<file path="src/rtl/seq_priority_encoder.sv">
// Sequential priority encoder: captures a request word and emits the index of each
// set bit, one per valid/ready transfer, highest-first or lowest-first.
module seq_priority_encoder #(
  parameter int WIDTH      = 8,
  parameter int CODE_W     = 3,
  parameter bit HIGH_FIRST = 1'b1
) (
  input  logic              clock,
  input  logic              reset,
  input  logic [WIDTH-1:0]  Data,
  input  logic              load,
  output logic              busy,
  output logic [CODE_W-1:0] Code,
  output logic              valid,
  input  logic              ready,
  output logic              last,
  output logic              empty_err
);

  localparam logic [0:0] IDLE = 1'b0;
  localparam logic [0:0] EMIT = 1'b1;

  logic [0:0]       state;
  logic [WIDTH-1:0] pend;
  logic [WIDTH-1:0] rem;

  // Later matches overwrite earlier ones, so the scan direction sets the priority.
  function automatic logic [CODE_W-1:0] pick(input logic [WIDTH-1:0] w);
    logic [CODE_W-1:0] idx;
    idx = '0;
    if (HIGH_FIRST) begin
      for (int i = 0; i < WIDTH; i++)
        if (w[i]) idx = CODE_W'(i);
    end else begin
      for (int i = WIDTH - 1; i >= 0; i--)
        if (w[i]) idx = CODE_W'(i);
    end
    return idx;
  endfunction

  function automatic logic single_bit(input logic [WIDTH-1:0] w);
    return (w != '0) && ((w & (w - WIDTH'(1))) == '0);
  endfunction

  always_comb begin
    rem = pend & ~(WIDTH'(1) << Code);
  end

  // NOTE: all state updates use non-blocking assignments so every register samples
  // pre-edge values; the async reset branch clears every register, pend included.
  always_ff @(posedge clock or posedge reset) begin
    if (reset) begin
      state     <= IDLE;
      pend      <= '0;
      Code      <= '0;
      valid     <= 1'b0;
      busy      <= 1'b0;
      last      <= 1'b0;
      empty_err <= 1'b0;
    end else begin
      empty_err <= 1'b0;
      case (state)
        IDLE: begin
          if (load) begin
            if (Data != '0) begin
              pend  <= Data;
              Code  <= pick(Data);
              last  <= single_bit(Data);
              valid <= 1'b1;
              busy  <= 1'b1;
              state <= EMIT;
            end else begin
              empty_err <= 1'b1;
            end
          end
        end
        EMIT: begin
          if (ready) begin
            pend <= rem;
            if (rem != '0) begin
              Code <= pick(rem);
              last <= single_bit(rem);
            end else begin
              Code  <= '0;
              last  <= 1'b0;
              valid <= 1'b0;
              busy  <= 1'b0;
              state <= IDLE;
            end
          end
        end
        default: state <= IDLE;
      endcase
    end
  end

endmodule
</file>
<file path="config.mk">
export PLATFORM = sky130hd
export DESIGN_NAME = seq_priority_encoder
export DESIGN_NICKNAME = d
export VERILOG_FILES = /design/src/rtl/seq_priority_encoder.sv
export SDC_FILE = /design/constraint.sdc
export NUM_CORES = 1
export LEC_CHECK = 0
export CAP_MARGIN = 20
export CELL_PAD_IN_SITES_DETAIL_PLACEMENT = 2
export CELL_PAD_IN_SITES_GLOBAL_PLACEMENT = 2
export CORE_MARGIN = 1.5
export CORE_UTILIZATION = 33
export CTS_BUF_LIST = sky130_fd_sc_hd__clkbuf_2
export CTS_CLUSTER_SIZE = 8
export DETAILED_ROUTE_END_ITERATION = 16
export GPL_ROUTABILITY_DRIVEN = 0
export HOLD_SLACK_MARGIN = 0.03
export PLACE_DENSITY = 0.92
export SYNTH_ARGS = -nofsm -noshare
export SYNTH_HDL_FRONTEND = slang
export SYNTH_SLANG_ARGS = --single-unit
export TNS_END_PERCENT = 10
</file>
<file path="constraint.sdc">
create_clock -name clock -period 1.8 [get_ports clock]
set_input_delay 0.54 -clock clock [delete_from_list [all_inputs] [get_ports clock]]
set_output_delay 0.54 -clock clock [all_outputs]
set_load 0.01 [all_outputs]
</file>
# After elaboration in Yosys (flattened, before gate mapping)
# Index checks and enable logic that the tools add are counted.
word_totals:
  regBits: 15
  inputBits: 12
  out_inout_bits: 7
  wordCells: 67
op_classes:
  n_addsub: 2
  eq_ne: 4
  n_shift: 1
  muxes: 41
  bitwise: 5
  reduce_logical: 8
op_table:
  columns: ["op", "count"]
  rows:
  - ["$mux 3", 16]
  - ["$and 8x8->8", 3]
  - ["$mux 8", 3]
  - ["$mux 1", 17]
  - ["$logic_not 8->1", 2]
  - ["$pmux 8 s2", 1]
  - ["$reduce_bool 8->1", 2]
  - ["$sub 8x1->8 const B", 2]
  - ["$ne 2x2->1 const B", 4]
  - ["$not 8->8", 1]
  - ["$shl 1x3->8 const A", 1]
  - ["$pmux 1 s2", 3]
  - ["$pmux 3 s2", 1]
  - ["$reduce_and 4->1", 1]
  - ["$reduce_and 3->1", 1]
  - ["$logic_and 1x1->1", 2]
  - ["$not 1->1", 1]

# Depth between registers and ports, before layout
# Gate-level depths: netlist of run 1.
depth:
  ltp_word: 13
  mapped_depth: 7

# Least setup slack after synthesis of run 1
# OpenSTA, ideal clock, no wires.
synth_timing:
  path_kind: "input to register"
  from: "input port Data[4]"
  to: "register Code[2]"
  setup_ps: 125
  t_arrival_ps: 1570
  required_time_ps: 1675
  slack_ps: 105
  cell_stages: 5
  n_path_buf: 1
  cell_sequence: "nor4_4 > nand3_2 > a21o_1 > buf_6 > mux2_4"
synth_between:
  elab_chain_len: 7
  elab_cells_between_ends: 10
  classes_between: "eq/ne (1); mux (7); reduce/logical (2)"
synth_lines:
  columns: ["element", "line", "rtl"]
  rows:
  - ["start: declaration", "10", "input logic [WIDTH-1:0] Data,"]
  - ["$mux 3 (4 in a row)", "33", "if (w[i]) idx = CODE_W'(i);"]
  - ["$mux 3", "65", "if (Data != '0) begin"]
  - ["$mux 3", "64", "if (load) begin"]
  - ["$pmux 3 s2", "62", "case (state)"]
  - ["end signal: assignment", "67", "Code <= pick(Data);"]
  - ["end signal: assignment", "81", "Code <= pick(rem);"]
  - ["end: declaration", "13", "output logic [CODE_W-1:0] Code,"]
# Several ways; a longest one is shown, not always the timed one. The select of a mux whose other input is x is not followed.
# A chain may end at the register's enable or synchronous reset.

# Worst setup path after layout of run 1
layout_timing:
  from: "register Code[0]"
  to: "register last"
layout_between:
  elab_chain_len: 10
  elab_cells_between_ends: 11
  classes_between: "add/sub (1); shift (1); mux (3); bitwise (3); reduce/logical (3)"
layout_lines:
  columns: ["element", "line", "rtl"]
  rows:
  - ["$shl 1x3->8 *", "46", "rem = pend & ~(WIDTH'(1) << Code);"]
  - ["$not 8->8 *", "46", null]
  - ["$and 8x8->8 *", "46", null]
  - ["$sub 8x1->8", "42", "return (w != '0) && ((w & (w - WIDTH'(1))) == '0);"]
  - ["$and 8x8->8", "42", null]
  - ["$logic_not 8->1", "42", null]
  - ["$logic_and 1x1->1", "42", null]
  - ["$mux 1 *", "80", "if (rem != '0) begin"]
  - ["$mux 1 *", "78", "if (ready) begin"]
  - ["$pmux 1 s2 *", "62", null]
  - ["end signal: assignment", "68", "last <= single_bit(Data);"]
  - ["end signal: assignment", "82", "last <= single_bit(rem);"]
  - ["end: declaration", "16", "output logic last,"]
# Every way passes the cells marked *; elsewhere a longest branch is shown, timed or not. The select of a mux whose other input is x is not followed.

==> out/results.txt, run 1 <==
Hold Crit Class -> in -> async
Die Y-Extent -> 62.29 um
post-route insts no fill -> 216
Final Slew Violations -> 0
CTS H-tree depth -> 1
drt drc -> 0
maxcap violations -> 0
multi-input logic area -> 764.5 um^2
RSZ-0062 raised after global routing -> yes
clock network latency to the later pin of the worst-skew pair -> 310 ps
Compound-Gate Fraction of Synth Area -> 32.79%
Total Nets Final -> 183
Initial DRC Count -> 56
Vias/cell -> 5.759
sinks on the clock net -> 15
grt ovf -> 0
Antenna diodes -> 0
Seq. cell area -> 377.9 um^2
crit share post-route -> 104.6%
Clock Path Buffers -> 2
Slew headroom -> 73.24%
total track usage -> 24.89%
Core Region -> 3363 um^2
Die X -> 62.29 um
Main synth FF type -> dfrtp_1
synth top area cells -> dfrtp_1 32%, nor2_1 3.9%, a22o_1 3.8%
CTS clk-pin slew, worst paths -> 170 ps
initial antenna violation count -> 0
syn nets -> 141
area delta synth->final -> 39.05%
Port Buffers -> 18
first-pass GRT wire length -> 7.486 mm
Die ar. -> 3879 um^2
crit path cell chain -> buf_6 > mux2_4 > o32ai_4 > maj3_2 > a2bb2oi_2 > o31ai_2
Reg2Reg Depth -> 6
register area share after synthesis -> 32.36%
Peak VDD IR -> 0.0003838 V
Initial Util -> 34.49%
Post-synth EDFFs -> 0
CTS tree -> done
Pwr Total -> 0.002706 W
io pins -> 19
DR WL/cell -> 21.39 um
Cells after DPL -> 211
run status -> finished with violations
slowest stage cell, crit path -> dfrtp_1
Adder-Cell Fraction of Synth Area -> 0.8630%
XOR/XNOR Fraction of Synth Area -> 0.7551%
Root Driver -> clkbuf_2
Setup TNS -> -92.28 ps
family with the most delay on the worst path -> compound AO/OA/AOI/OAI gates
Post-Route WL -> 4.620 mm
share of cells above drive strength 1 -> 31.76%
Layout Utilization -> 47.95%
PwrDens -> 1678 nW/um^2
Fmax -> 531.3 MHz
Worst Tran Pin Value -> 391.4 ps
Mapped Area -> 1160 um^2
Worst path max stage delay -> 430 ps
Levels on crit path -> 6
final hold vios -> 0
kind of critical path -> reg -> reg
crit-path max FO -> 4
syn avg cell area -> 8.991 um^2
Via Count -> 1244
Inserted Clock Buffers -> 3
ANT nets after route -> 0
Post-synth ARST share -> 100.0%
Post-synth top cells -> 15 x dfrtp_1, 12 x nor2_1, 7 x a21oi_1, 7 x inv_1, 7 x nand2_1
fin crit period -> 1882 ps
CP required -> 2030 ps
Mapped Cells -> 129
row count -> 21
largest family of logic cells by synthesized area -> compound AO/OA/AOI/OAI gates
CP Data Arrival Time -> 2110 ps
clock skew -> 9.209 ps
vias in the first global route -> 1432
largest net degree at the start of global routing -> 16
Netlist cell types -> 47
CP Launch Type -> flip-flop
Yosys reg bits -> 15
CP bufs+invs -> 1
post-synthesis simple-gate area fraction -> 18.99%
Yosys top cell area share -> 32.36%
crit end category -> flip-flop
failing checks -> negative setup slack
dominant cell by count in the synthesized netlist -> dfrtp_1
worst setup slack after layout -> -82.05 ps
Syn. warnings -> 0
TritonRoute pass-1 iters -> 4
Pleak -> 0.6936 nW
WHS -> 504.3 ps
most area-hungry cell type in the Yosys netlist -> dfrtp_1
post-synthesis mux area share -> 7.767%
Setup-failing EPs final -> 2
DP HPWL -> 3.444 mm
# fillers -> 397
[cell type report]
class                           instances  area share [%]
Multi-Input combinational cell        100           47.40
Sequential cell                        15           23.43
Clock inverter                          1          0.3103
Clock buffer                            3          0.9310
Inverter                                7           1.629
Tap cell                               46           3.569
Timing Repair Buffer                   44           22.73
[worst paths after layout]
check                      startpoint  slack (ps)   endpoint
max in group asynchronous       reset        1080    Code[2]
setup reg to reg              Code[0]         -80       last
hold / removal                  reset         500  empty_err
min in group clock              valid         590      valid
setup / recovery              Code[0]         -80       last
hold reg to reg                 valid         590      valid
[routing by layer]
layer	GRT usage (%)	vias to the layer above	part of all wire (%)
li1	-	574	-
met1	29.12	644	43
met2	47.01	18	54
met3	2.174	8	1.4
met4	9.167	0	1.8
met5	0	-	0
[cells by family after synthesis]
kind of cell             after synthesis
flip-flops                            15
XOR/XNOR                               1
multiplexers                           8
adder cells (fa/ha/maj)                1
AND/OR/NAND/NOR                       41
buffers and inverters                 14
AO/OA/AOI/OAI                         49
[stage by stage]
| step | setup WS, ps | instance area, um^2 |
|---|---|---|
| after floorplan | 104.9 | 1160 |
| after global placement | -390.9 | 1536 |
| after detailed placement | -521.3 | 1536 |
| after CTS | -62.90 | 1582 |
| after global routing | -125.3 | 1613 |
| final | -82.05 | 1613 |
[worst reg2reg max path: cells and delay by family, from the launching register on]
family          cells  cell delay (ps)
mux                 1              300
buf+inv             1              130
flops               1              430
compound gates      3              660
fa+ha+maj           1              280
[what timing repair did]
| item | 4_1_cts | 5_1_grt |
|---|---|---|
| pin swaps | 1 | 5 |
| hold buffers | 0 | 0 |
| gates resized for setup | 19 | 7 |
| endpoints found under the setup margin | 16 | 5 |
| setup buffers | 1 | 0 |
| endpoints found under the hold margin | 0 | 0 |
[power by group]
group          total, W  internal, W  switching (W)
sequential     0.000694     0.000484       0.000210
combinational   0.00184     0.000814        0.00102
clock          0.000174    0.0000503       0.000124
[cells in the final DEF, fill, tap and decap left out, types with 6 or more instances in the layout]
| master | count |
|---|---|
| clkdlybuf4s50_1 | 8 |
| inv_1 | 7 |
| dlygate4sd2_1 | 10 |
| nor2_1 | 11 |
| buf_4 | 25 |
| dfrtp_1 | 13 |
| nand2_1 | 7 |
| o21ai_0 | 6 |
| a21oi_1 | 6 |
[flip-flops by register name, summed over array words and instances (netlist names)]
register,cells
Code,3
empty_err,1
last,1
pend,8
state,1
valid,1
No activity file was read; power rests on OpenSTA's default activity.
==> run 2: changes to the inputs <==
CORE_MARGIN = 4   (was 1.5)
==> run 2 against run 1 <==
  * Setup slack better by 110 ps
  * Core utilization up 0.97 points
  * Highest routed layer unchanged
  * Register-to-register slack better by 110 ps
  * Critical endpoint is now Code[2]
  * The flow now finishes without violations
  * Cell area up 2.0%
  * Critical path depth unchanged
  * Flip-flop and latch count unchanged
==> out/results.txt, run 2 (synthesis results as in run 1) <==
CP Launch Type -> flip-flop
WHS -> 501.0 ps
CP Data Arrival Time -> 1990 ps
Worst Tran Pin Value -> 457.1 ps
Setup-failing EPs final -> 0
Via Count -> 1251
drt drc -> 0
Reg2Reg Depth -> 6
crit-path max FO -> 9
Net Sw Frac -> 49.45%
Clk pwr share -> 6.6%
CP startpoint -> Code[0]
grt ovf -> 0
commonest cells after routing, fill and taps aside -> 26 x buf_4, 12 x dfrtp_1, 10 x nor2_1
fin crit period -> 1768 ps
Fmax -> 565.6 MHz
RSZ-0062 raised after global routing -> yes
final hold vios -> 0
CTS clk-pin slew, worst paths -> 170 ps
largest registers -> pend (8), Code (3)
Inserted Clock Buffers -> 3
clock skew -> 19.71 ps
Peak VDD IR -> 0.0005740 V
vias in the first global route -> 1370
Setup crit end -> Code[2]
Port Buffers -> 18
reg2reg end -> Code[2]
clock network latency to the later pin of the worst-skew pair -> 320 ps
P_int -> 0.001378 W
DR WL/cell -> 21.32 um
Total Nets Final -> 184
multi-input logic area -> 777.0 um^2
sinks on the clock net -> 15
r2r startpoint -> Code[0]
number of flip-flops under the largest register name -> 8
Initial Util -> 34.49%
share of cells above drive strength 1 -> 32.16%
Pwr Total -> 0.002725 W
Root Driver -> clkbuf_2
CP required -> 2030 ps
area delta synth->final -> 41.86%
flop2flop setup slack -> 30 ps
initial antenna violation count -> 0
Antenna diodes -> 0
Clock Path Buffers -> 2
first-pass GRT wire length -> 7.320 mm
TritonRoute pass-1 iters -> 4
Seq. cell area -> 379.1 um^2
CTS tree -> done
Post-Route WL -> 4.627 mm
Final Slew Violations -> 0
Pleak -> 0.7154 nW
Core Region -> 3363 um^2
# fillers -> 386
Die Y-Extent -> 67.29 um
commonest non-fill, non-tap cell in the layout -> buf_4
ANT nets after route -> 0
io pins -> 19
Seq pwr share -> 25.5%
row count -> 21
hold buffers post-CTS -> 0
PwrDens -> 1656 nW/um^2
Largest Register -> pend
CTS H-tree depth -> 1
Slew headroom -> 69.45%
Sw Pwr -> 0.001348 W
Die ar. -> 4527 um^2
Vias/cell -> 5.765
Initial DRC Count -> 44
crit share post-route -> 98.22%
run status -> completed
total track usage -> 22.92%
Die X -> 67.29 um
Logic pwr share -> 68.0%
kind of critical path -> reg -> reg
Hold Crit Class -> in -> async
largest net degree at the start of global routing -> 16
crit end category -> flip-flop
DP HPWL -> 3.594 mm
maxcap violations -> 0
-- run 2: timing repair --
action / in CTS / in global routing
pin swaps: 0 / 2
setup endpoints to repair: 18 / 13
resized for setup: 16 / 13
setup buffers: 1 / 0
-- run 2: power by group through the flow --
| stage | logic, W | clock network (W) | registers [W] |
|---|---|---|---|
| floorplan | 0.00106 | 0 | 0.000644 |
| global placement | 0.00153 | 0 | 0.000653 |
| detailed placement | 0.00166 | 0 | 0.000681 |
| CTS | 0.00176 | 0.000179 | 0.000686 |
| global route | 0.00199 | 0.000200 | 0.000713 |
| finish | 0.00185 | 0.000179 | 0.000694 |
-- run 2: critical path, cell delays in order (launching register included) --
cell     delay [ps]
dfrtp_2         440
buf_6           150
mux2_2          360
o22ai_4         190
and3_1          210
a21oi_1          60
mux2_4          270
-- run 2: per-stage QoR --
step                setup TNS, ps  cells  util, %  setup WS (ps)  area [um^2]
floorplan                       0    129        -          104.9         1160
global route               -173.6    217    48.92         -55.94         1645
detailed placement          -5654    212    45.91         -496.1         1544
finish                          0    217    48.92          31.97         1645
global placement            -4155    212    45.91         -366.0         1544
CTS                        -84.44    217    47.73         -47.30         1605
-- run 2: worst min-delay path by stage --
stage,startpoint,endpoint,cells after the start
after floorplan,reset,Code[0],1
after global placement,valid,valid,1
after detailed placement,valid,valid,1
after CTS,reset,Code[0],3
after global routing,reset,Code[2],3
final,reset,Code[2],3
-- run 2: per-layer routing --
metal  vias to the layer above  track usage (%)  wire (um)
met3                         9            2.662        138
met4                         0            9.114        104
met2                        35            41.60       2416
met1                       633            27.24       1968
li1                        574                -          -
met5                         -                0          0
-- run 2: cell type report --
| type | count | share of cell area (%) |
|---|---|---|
| multi-input combinational | 100 | 47.22 |
| timing repair buffer | 45 | 23.42 |
| clock buffer | 4 | 1.217 |
| tap | 46 | 3.498 |
| inverter | 7 | 1.597 |
| sequential | 15 | 23.04 |
